[config.mk]
export PLATFORM = sky130hd
export DESIGN_NAME = jump_target_skid
export DESIGN_NICKNAME = d
export VERILOG_FILES = /design/src/rtl/jump_target_skid.sv
export SDC_FILE = /design/constraint.sdc
export NUM_CORES = 1
export LEC_CHECK = 0
export CAP_MARGIN = 20
export CORE_MARGIN = 2
export CORE_UTILIZATION = 49
export DETAILED_ROUTE_END_ITERATION = 6
export GPL_ROUTABILITY_DRIVEN = 0
export PLACE_DENSITY = 0.85
export SLEW_MARGIN = 20
export SYNTH_ARGS = -nofsm -noshare
export SYNTH_HDL_FRONTEND = slang
export SYNTH_SLANG_ARGS = --single-unit
[constraint.sdc]
create_clock -name clk -period 3.9 [get_ports clk]
set_input_delay 0.39 -clock clk [delete_from_list [all_inputs] [get_ports clk]]
set_output_delay 0.39 -clock clk [all_outputs]
set_load 0.005 [all_outputs]
[src/rtl/jump_target_skid.sv]
// jump_target_skid: two-entry skid receive stage that forms J-type jump targets.
// Define JT_FLUSH_EN to compile in the flush path; otherwise flush is ignored.
module jump_target_skid #(
  parameter int IDX_W  = 26,
  parameter int ADDR_W = 32
) (
  input  logic              clk,
  input  logic              rst_n,
  input  logic              in_valid,
  output logic              in_ready,
  input  logic [IDX_W-1:0]  in_index,
  input  logic [ADDR_W-1:0] in_pc4,
  output logic              out_valid,
  input  logic              out_ready,
  output logic [ADDR_W-1:0] out_target,
  input  logic              flush,
  output logic [15:0]       jump_cnt
);

  typedef enum logic [1:0] {
    EMPTY = 2'd0,
    ONE   = 2'd1,
    TWO   = 2'd2
  } state_t;

  // Low bits of the target come from index and the 2'b00 word offset.
  localparam logic [ADDR_W-1:0] LO_MASK =
    {ADDR_W{1'b1}} >> (ADDR_W - IDX_W - 2);

  state_t            state_q, state_d;
  logic [ADDR_W-1:0] main_q, main_d;
  logic [ADDR_W-1:0] skid_q, skid_d;
  logic [15:0]       cnt_q, cnt_d;
  logic [ADDR_W-1:0] tgt;
  logic              acc;
  logic              dlv;

`ifndef JT_FLUSH_EN
  logic unused_flush;
  assign unused_flush = flush;
`endif

  assign in_ready   = (state_q != TWO);
  assign out_valid  = (state_q != EMPTY);
  assign out_target = main_q;
  assign jump_cnt   = cnt_q;

  assign acc = in_valid & in_ready;
  assign dlv = out_valid & out_ready;

  assign tgt = (in_pc4 & ~LO_MASK)
             | (ADDR_W'(in_index) << 2);

  // Next state, buffer loads and delivery counter.
  always_comb begin
    state_d = state_q;
    main_d  = main_q;
    skid_d  = skid_q;
    cnt_d   = cnt_q + {15'd0, dlv};
    unique case (state_q)
      EMPTY: begin
        if (acc) begin
          main_d  = tgt;
          state_d = ONE;
        end
      end
      ONE: begin
        if (acc && dlv) begin
          main_d = tgt;
        end else if (acc) begin
          skid_d  = tgt;
          state_d = TWO;
        end else if (dlv) begin
          state_d = EMPTY;
        end
      end
      TWO: begin
        if (dlv) begin
          main_d  = skid_q;
          state_d = ONE;
        end
      end
      default: state_d = EMPTY;
    endcase
`ifdef JT_FLUSH_EN
    if (flush) begin
      state_d = EMPTY;
      main_d  = main_q;
      skid_d  = skid_q;
    end
`endif
  end

  // State, storage and counter registers.
  always_ff @(posedge clk or negedge rst_n) begin
    if (!rst_n) begin
      state_q <= EMPTY;
      main_q  <= '0;
      skid_q  <= '0;
      cnt_q   <= '0;
    end else begin
      state_q <= state_d;
      main_q  <= main_d;
      skid_q  <= skid_d;
      cnt_q   <= cnt_d;
    end
  end

endmodule

# Yosys cells after proc, flatten, opt, wreduce, memory -nomap -nowiden
# Index checks and enable logic that the tools add are counted.
dict set report totals {
  regBits 82
  elab_cells 34
}
dict set report classes {
  n_addsub 1
  eq_ne 8
  muxes 10
  bitwise 4
  n_reduce_logical 7
}
# cell count
set op_table {}
lappend op_table {{$mux W32} 3}
lappend op_table {{$pmux W32 S3} 1}
lappend op_table {{$or A32 B28 Y32} 1}
lappend op_table {{$add A16 B1 Y16} 1}
lappend op_table {{$mux W2} 5}
lappend op_table {{$ne A2 B2 Y1 const B} 5}
lappend op_table {{$reduce_and A4 Y1} 2}
lappend op_table {{$pmux W2 S3} 1}
lappend op_table {{$ne A3 B3 Y1 const B} 1}
lappend op_table {{$reduce_and A3 Y1} 1}
lappend op_table {{$reduce_bool A3 Y1} 1}
lappend op_table {{$and A1 B1 Y1} 2}
lappend op_table {{$eq A2 B1 Y1 const B} 1}
lappend op_table {{$eq A2 B2 Y1 const B} 1}
lappend op_table {{$logic_not A2 Y1} 1}
lappend op_table {{$reduce_bool A2 Y1} 1}
lappend op_table {{$logic_and A1 B1 Y1} 1}
lappend op_table {{$not A1 Y1} 1}

# Logic depth before layout (Yosys ltp)
# Gate-level depths: netlist of the first run.
dict set report depth {
  depth_word 6
  depth_mapped 8
  ltp_nobuf 7
}

# Least setup slack after synthesis of the first run
# Ideal clock, no wire load.
dict set report synth_timing {
  path_kind {input -> register}
  start {input out_ready}
  end {register cnt_q[14] (netlist: jump_cnt[14])}
  setup_time_ns 0.079
  t_arrival_ns 1.680
  t_required_ns 3.821
  path_slack_ns 2.140
  cell_stages 8
  n_path_buf 1
  path_cell_list {clkbuf_2 -> o211ai_1 -> inv_1 -> ha_1 -> nand2_1 -> or4_4 -> nor2_2 -> xor2_1}
}
dict set report synth_via {
  elab_chain_len 2
}
# item line_no
set synth_rtl {}
lappend synth_rtl {{start, declared} 14} ;# input logic out_ready,
lappend synth_rtl {{$and A1 B1 Y1} 49} ;# assign dlv = out_valid & out_ready;
lappend synth_rtl {{$add A16 B1 Y16} 59} ;# cnt_d = cnt_q + {15'd0, dlv};
lappend synth_rtl {{named net cnt_d[14]} 33} ;# logic [15:0] cnt_q, cnt_d;
lappend synth_rtl {{end signal, assigned} 105} ;# cnt_q <= cnt_d;
lappend synth_rtl {{end, declared} 33}
# The timed path passes the listed nets, and every way through them passes these cells.
# A chain may end at the register's enable or synchronous reset.

# Worst setup path after layout of the first run
dict set report layout_timing {
  start {input out_ready}
  end {register main_q[12] (netlist: out_target[12])}
}
dict set report layout_via {
  elab_chain_len 4
}
# item line_no
set layout_rtl {}
lappend layout_rtl {{$and A1 B1 Y1 *} 49}
lappend layout_rtl {{$logic_and A1 B1 Y1} 68} ;# if (acc && dlv) begin
lappend layout_rtl {{$ne A2 B2 Y1 (no line)} --}
lappend layout_rtl {{$reduce_and A4 Y1 (no line) *} --}
lappend layout_rtl {{end signal, assigned} 103} ;# main_q <= main_d;
lappend layout_rtl {{end, declared} 31} ;# logic [ADDR_W-1:0] main_q, main_d;
# Every way passes the cells marked *; elsewhere a longest branch is shown, timed or not.

==> run_results.csv, run 1 <==
group,metric,value,unit
setup_path,cp-end-kind,"register",
timing,drv_slew,0,
layout,final_layout_size_suffix_gt1_share,14.4,%
timing,whs,0.184,ns
drt,via_per_inst,5.12,
setup_path,critical_path_class,"input port to register",
global_route,overflow,0,
drt,dr.pass1.iters,4,
hold_path,hp-class,"input port to asynchronous set/reset pin",
power,pwr-share-seq,51.1,%
timing,tightest_slew,0.958,ns
clock_network,path_clk_slew,0.07,ns
layout,fin_cells,434,
setup_path,crit_fanout,40,
synth,synth-compound-area-share,5.56,%
clock_network,cts_buffer_depth,2,
clock_network,cts_setup_buffers,0,
clock_network,cts_resized,0,
timing,max_freq,0.478,GHz
power,intPower,1.72,mW
power,p_sw,0.678,mW
synth,synth.area.top_cells,"dfrtp_1 (59%), mux2_2 (10%), mux2i_1 (9.3%)",
global_route,grt_antenna_before_repair,0,
timing,timing.final.ws_setup,1.81,ns
global_route,grt_pass1_wl,10.6,mm
place,place_ws,1.44,ns
power,p_clk_share,20.4,%
synth,syn-instance-count,271,
synth,synth_common_cells,"dfrtp_1 (78), nor2_1 (33), a21oi_1 (31), mux2i_1 (31), mux2_2 (30)",
die,io_pins,113,
drt,vias,2224,
global_route,track_usage,18.1,%
clock_network,htree_levels,3,
synth,synth_simple_gate_area_share,8.56,%
power,combPwrFrac,28.5,%
synth,ys_seq_area_share,58.6,%
power,ir_worst_vdd,323,uV
synth,muxShareOfSynthArea,19.5,%
synth,postSynth.topFlopCell,"dfrtp_1",
synth,synthXorXnorAreaFrac,3.68,%
global_route,grt_start_max_net_pins,79,
synth,yosys_warnings,0,
synth,avgSynthCellArea,12.3,um2
layout,finalCoreUtilization,64.7,%
setup_path,critPathRequiredTime,4.15,ns
timing,final_hold_viol_count,0,
timing,relSlewSlack,36.1,%
outcome,outcome,"complete, no violations",
synth,ys_ff_latch,78,
timing,fin_setup_tns,0,ns
die,die_w,86.4,um
drt,remaining_drc_errors,0,
timing,finClkSkew,0.00771,ns
global_route,grt_pass1_vias,2298,
setup_path,crit_path_start_kind,"input port",
die,placementRows,30,
drt,wl,6.29,mm
clock_network,cts_tree,"done",
die,die_h,86.4,um
clock_network,cts_root_buf,"clkbuf_8",
synth,synth-async-reset-ratio,100,%
layout,diodes,0,
synth,synth_edf_count,0,
synth,syn_area,3330,um2
power,p_sw_share,28.3,%
synth,synth_top_family_by_area,"multiplexers",
setup_path,arrival,2.34,ns
timing,layout_min_cycle_time,2.09,ns
layout,nets,415,
power,p_per_area,554,nW/um2
clock_network,cts_buffers,9,
clock_network,clkLatencyLatePin,0.33,ns
synth,synth_most_common_cell,"dfrtp_1",
synth,synth_top_cell_by_area,"dfrtp_1",
place,dp_cells,419,
timing,setup_violations,0,
clock_network,cts_num_sinks,78,
run,maxCapViolations,0,
place,place_hpwl,4.28,mm
layout,syn_to_final_growth,29.8,%
clock_network,cts_hold_buffers,0,
die,initial_utilization,49.9,%
synth,synthAdderAreaFrac,0.751,%
die,die-area,7470,um2
timing,timing.final.crit_share,53.6,%
timing,rsz0062_at_grt,"false",
die,core,6680,um2
synth,synth_cell_types,31,
place,portBuffers,81,
power,p_leak,1.76,nW
drt,wl_per_cell,14.5,um
drt,drt_iter0_markers,61,
drt,ant_nets,0,
synth,synth_top_area_share,58.6,%
==> power groups by stage <==
stage	logic, mW	registers, mW	clock network, mW
after global routing	0.753	1.26	0.537
final	0.683	1.22	0.488
after global placement	0.670	1.22	0
after CTS	0.698	1.23	0.506
after floorplan	0.327	1.21	0
after detailed placement	0.696	1.24	0
==> stage by stage <==
step	cell area, um2	total power, mW
2_1_floorplan	3330	1.54
3_3_place_gp	4180	1.89
3_5_place_dp	4180	1.93
4_1_cts	4320	2.43
5_1_grt	4320	2.55
6_report	4320	2.40
==> per-layer routing <==
layer | GRT usage (%) | wire [um]
met4 | 6.82 | 78
met3 | 4.19 | 274
met2 | 30.3 | 3160
met1 | 22.9 | 2780
met5 | 0 | 0
==> cells by family (layout without fill, tap and decap cells) <==
kind of cell | count (synthesis) | in the layout
DFF | 78 | 78
xor gates and xnor gates | 14 | 14
AOI/OAI and AO/OA | 35 | 35
muxes | 61 | 61
and+or+nand+nor | 61 | 61
adders and majority gates | 2 | 2
other | 1 | 2
buffers and inverters | 19 | 101
==> cells in the final DEF, fill, tap and decap left out, types with 2 or more instances in the layout <==
master           count
clkbuf_8             9
xnor2_1              7
mux2i_1             31
nor2_2               2
nor2_1              33
nand4_1              2
xor2_1               7
nor3_1               2
clkbuf_1             4
inv_1                3
nand3_1              6
a21oi_1             31
buf_4                3
clkinv_2             2
dfrtp_1             78
conb_1               2
nand2_1              7
mux2_2              30
clkdlybuf4s50_1     80
ha_1                 2
==> state kept, by name, indices dropped and copies added (netlist names) <==
signal,flops
skid_q,30
jump_cnt,16
state_q,2
out_target,30
==> final cells by class <==
class	instances	area, um2
Inverter	3	11.3
Tap cell	80	100
Fill cell	550	2360
Multi-Input combinational cell	175	1290
Timing Repair Buffer	83	823
Clock buffer	13	139
Clock inverter	2	10.0
Sequential cell	78	1950
==> worst max-delay path, stage by stage <==
cell	delay [ns]
clkdlybuf4s50_1	0.60
mux2i_1	0.18
o21ai_4	0.47
buf_4	0.45
nor2_1	0.08
a21oi_1	0.14
==> worst paths after layout <==
path	startpoint	endpoint	slack (ns)	depth (start not counted)
worst max-delay path	out_ready	out_target[12]	1.81	6
worst min-delay path	rst_n	jump_cnt[9]	0.18	1
worst max register to register	state_q[0]	jump_cnt[12]	2.00	7
worst min register to register	jump_cnt[15]	jump_cnt[15]	0.49	1
max in group asynchronous	rst_n	out_target[7]	3.07	1
min in group clk	jump_cnt[15]	jump_cnt[15]	0.49	1
Power figures use the tool's default switching activity.
==> run 2: changes to the inputs <==
- CORE_UTILIZATION: 49 -> 41
- PLACE_DENSITY: 0.85 -> 0.76
- clock period: 3.9 -> 1.8 ns (I/O delays scaled with it)
==> run_results.csv, run 2 (synthesis gave the netlist of run 1 again) <==
group,metric,value,unit
outcome,outcome,"complete, no violations",
global_route,grt_antenna_before_repair,0,
timing,fin_setup_tns,0,ns
setup_path,arrival,1.53,ns
die,io_pins,113,
layout,fin_cells,472,
place,portBuffers,81,
setup_path,cp-end-kind,"output pin",
setup_path,cp.buffers_inverters,1,
run,maxCapViolations,0,
timing,setup_violations,0,
die,die-area,8860,um2
hold_path,hp-class,"input port to asynchronous set/reset pin",
clock_network,clkLatencyLatePin,0.33,ns
global_route,grt_pass1_vias,2395,
drt,wl,6.41,mm
drt,dr.pass1.iters,4,
timing,relSlewSlack,65.7,%
layout,final_layout_size_suffix_gt1_share,18.9,%
layout,mostFrequentLayoutCells,"clkdlybuf4s50_1 (80), dfrtp_1 (77), nor2_1 (33)",
layout,nets,430,
place,place_hpwl,4.57,mm
clock_network,cts_tree,"done",
die,initial_utilization,42.7,%
global_route,grt_pass1_wl,11.1,mm
timing,max_freq,0.586,GHz
layout,layout_commonest_cell,"clkdlybuf4s50_1",
setup_path,critPathTopFamily,"flip-flops",
clock_network,cts_buffers,9,
layout,diodes,0,
layout,finalCoreUtilization,58.2,%
place,dp_cells,454,
drt,wl_per_cell,13.6,um
global_route,track_usage,15.9,%
drt,remaining_drc_errors,0,
setup_path,critical_path_class,"register to output pin",
power,p_per_area,1180,nW/um2
die,die_h,94.1,um
setup_path,critical_path.slowest_cell,"dfrtp_2",
drt,drt_iter0_markers,56,
clock_network,path_clk_slew,0.08,ns
layout,fillers,673,
power,power,5.35,mW
timing,tightest_slew,0.515,ns
die,placementRows,32,
timing,final_hold_viol_count,0,
timing,layout_min_cycle_time,1.71,ns
setup_path,crit_path_start_kind,"register",
clock_network,htree_levels,3,
setup_path,r2r_start,"state_q[1]",
clock_network,cts_root_buf,"clkbuf_8",
power,p_leak,1.85,nW
timing,drv_slew,0,
timing,rsz0062_at_grt,"false",
drt,ant_nets,0,
setup_path,critPathRequiredTime,1.62,ns
die,die_w,94.1,um
power,ir_worst_vdd,592,uV
clock_network,cts_buffer_depth,2,
setup_path,crit_fanout,7,
timing,finClkSkew,0.0107,ns
clock_network,cts_num_sinks,78,
drt,via_per_inst,4.86,
global_route,grt_start_max_net_pins,41,
timing,timing.final.crit_share,94.9,%
setup_path,r2r_end,"jump_cnt[12]",
setup_path,critical_path.cell_chain,"or2_2 -> clkdlybuf4s50_1",
setup_path,timing.reg2reg.worst_path_depth,7,
global_route,overflow,0,
drt,vias,2295,
layout,syn_to_final_growth,36.5,%
setup_path,reg2reg_slack,0.15,ns
setup_path,cpPeakStageDelay,0.45,ns
die,core,7810,um2
## run 2: changes by cell type in the layout (fill, tap and decap cells not counted)
cell and change:
buf_12 +4, buf_4 +10, clkbuf_1 -3, clkbuf_8 +1
clkinv_2 -1, clkinvlp_4 +4, dfrtp_1 -1, dfrtp_2 +1
dlygate4sd3_1 +1
## run 2: layout make-up
cell class              instances  area (um2)  share of cell area, %
flip-flops and latches         78        1950                   43.0
multi-input cells             175        1290                   28.4
repair buffers                 98         988                   21.7
clock buffers                  11         141                   3.11
well taps                     102         128                   2.81
clock inverters                 5        35.0                  0.771
inverters                       3        11.3                  0.248
## run 2: repair_timing
| action | 4_1_cts | 5_1_grt |
|---|---|---|
| hold endpoints to repair | 39 | 0 |
| setup buffers | 0 | 1 |
| endpoints found under the setup margin | 0 | 3 |
| gates resized for setup | 0 | 1 |
| hold buffers | 1 | 0 |
## run 2: worst max path at each step
stage               start            to  cells past startpoint
2_1_floorplan  state_q[0]  jump_cnt[14]                      7
3_3_place_gp    out_ready  jump_cnt[12]                      8
3_5_place_dp    out_ready  jump_cnt[12]                      8
4_1_cts        state_q[0]      in_ready                      4
5_1_grt        state_q[1]  jump_cnt[14]                      7
6_report       state_q[1]     out_valid                      2
## run 2: where the power goes
part	switching [mW]	internal [mW]
combinational	0.560	1.01
clock	0.610	0.536
sequential	0.341	2.29
## run 2: metal layers
layer / track usage (%) / vias up / share of wire (%)
li1: - / 1117 / -
met1: 20.8 / 1120 / 45
met2: 26.4 / 54 / 50
met3: 3.45 / 4 / 4.5
met4: 4.71 / 0 / 0.47
met5: 0 / - / 0
## run 2: stage by stage
stage / hold slack (ns) / cell area, um2 / setup slack, ns
2_1_floorplan: -0.116 / 3330 / 0.153
3_3_place_gp: 0.184 / 4350 / -0.0782
3_5_place_dp: 0.195 / 4350 / -0.112
4_1_cts: 0.378 / 4540 / 0.0143
5_1_grt: 0.411 / 4550 / 0.00615
6_report: 0.364 / 4550 / 0.0923
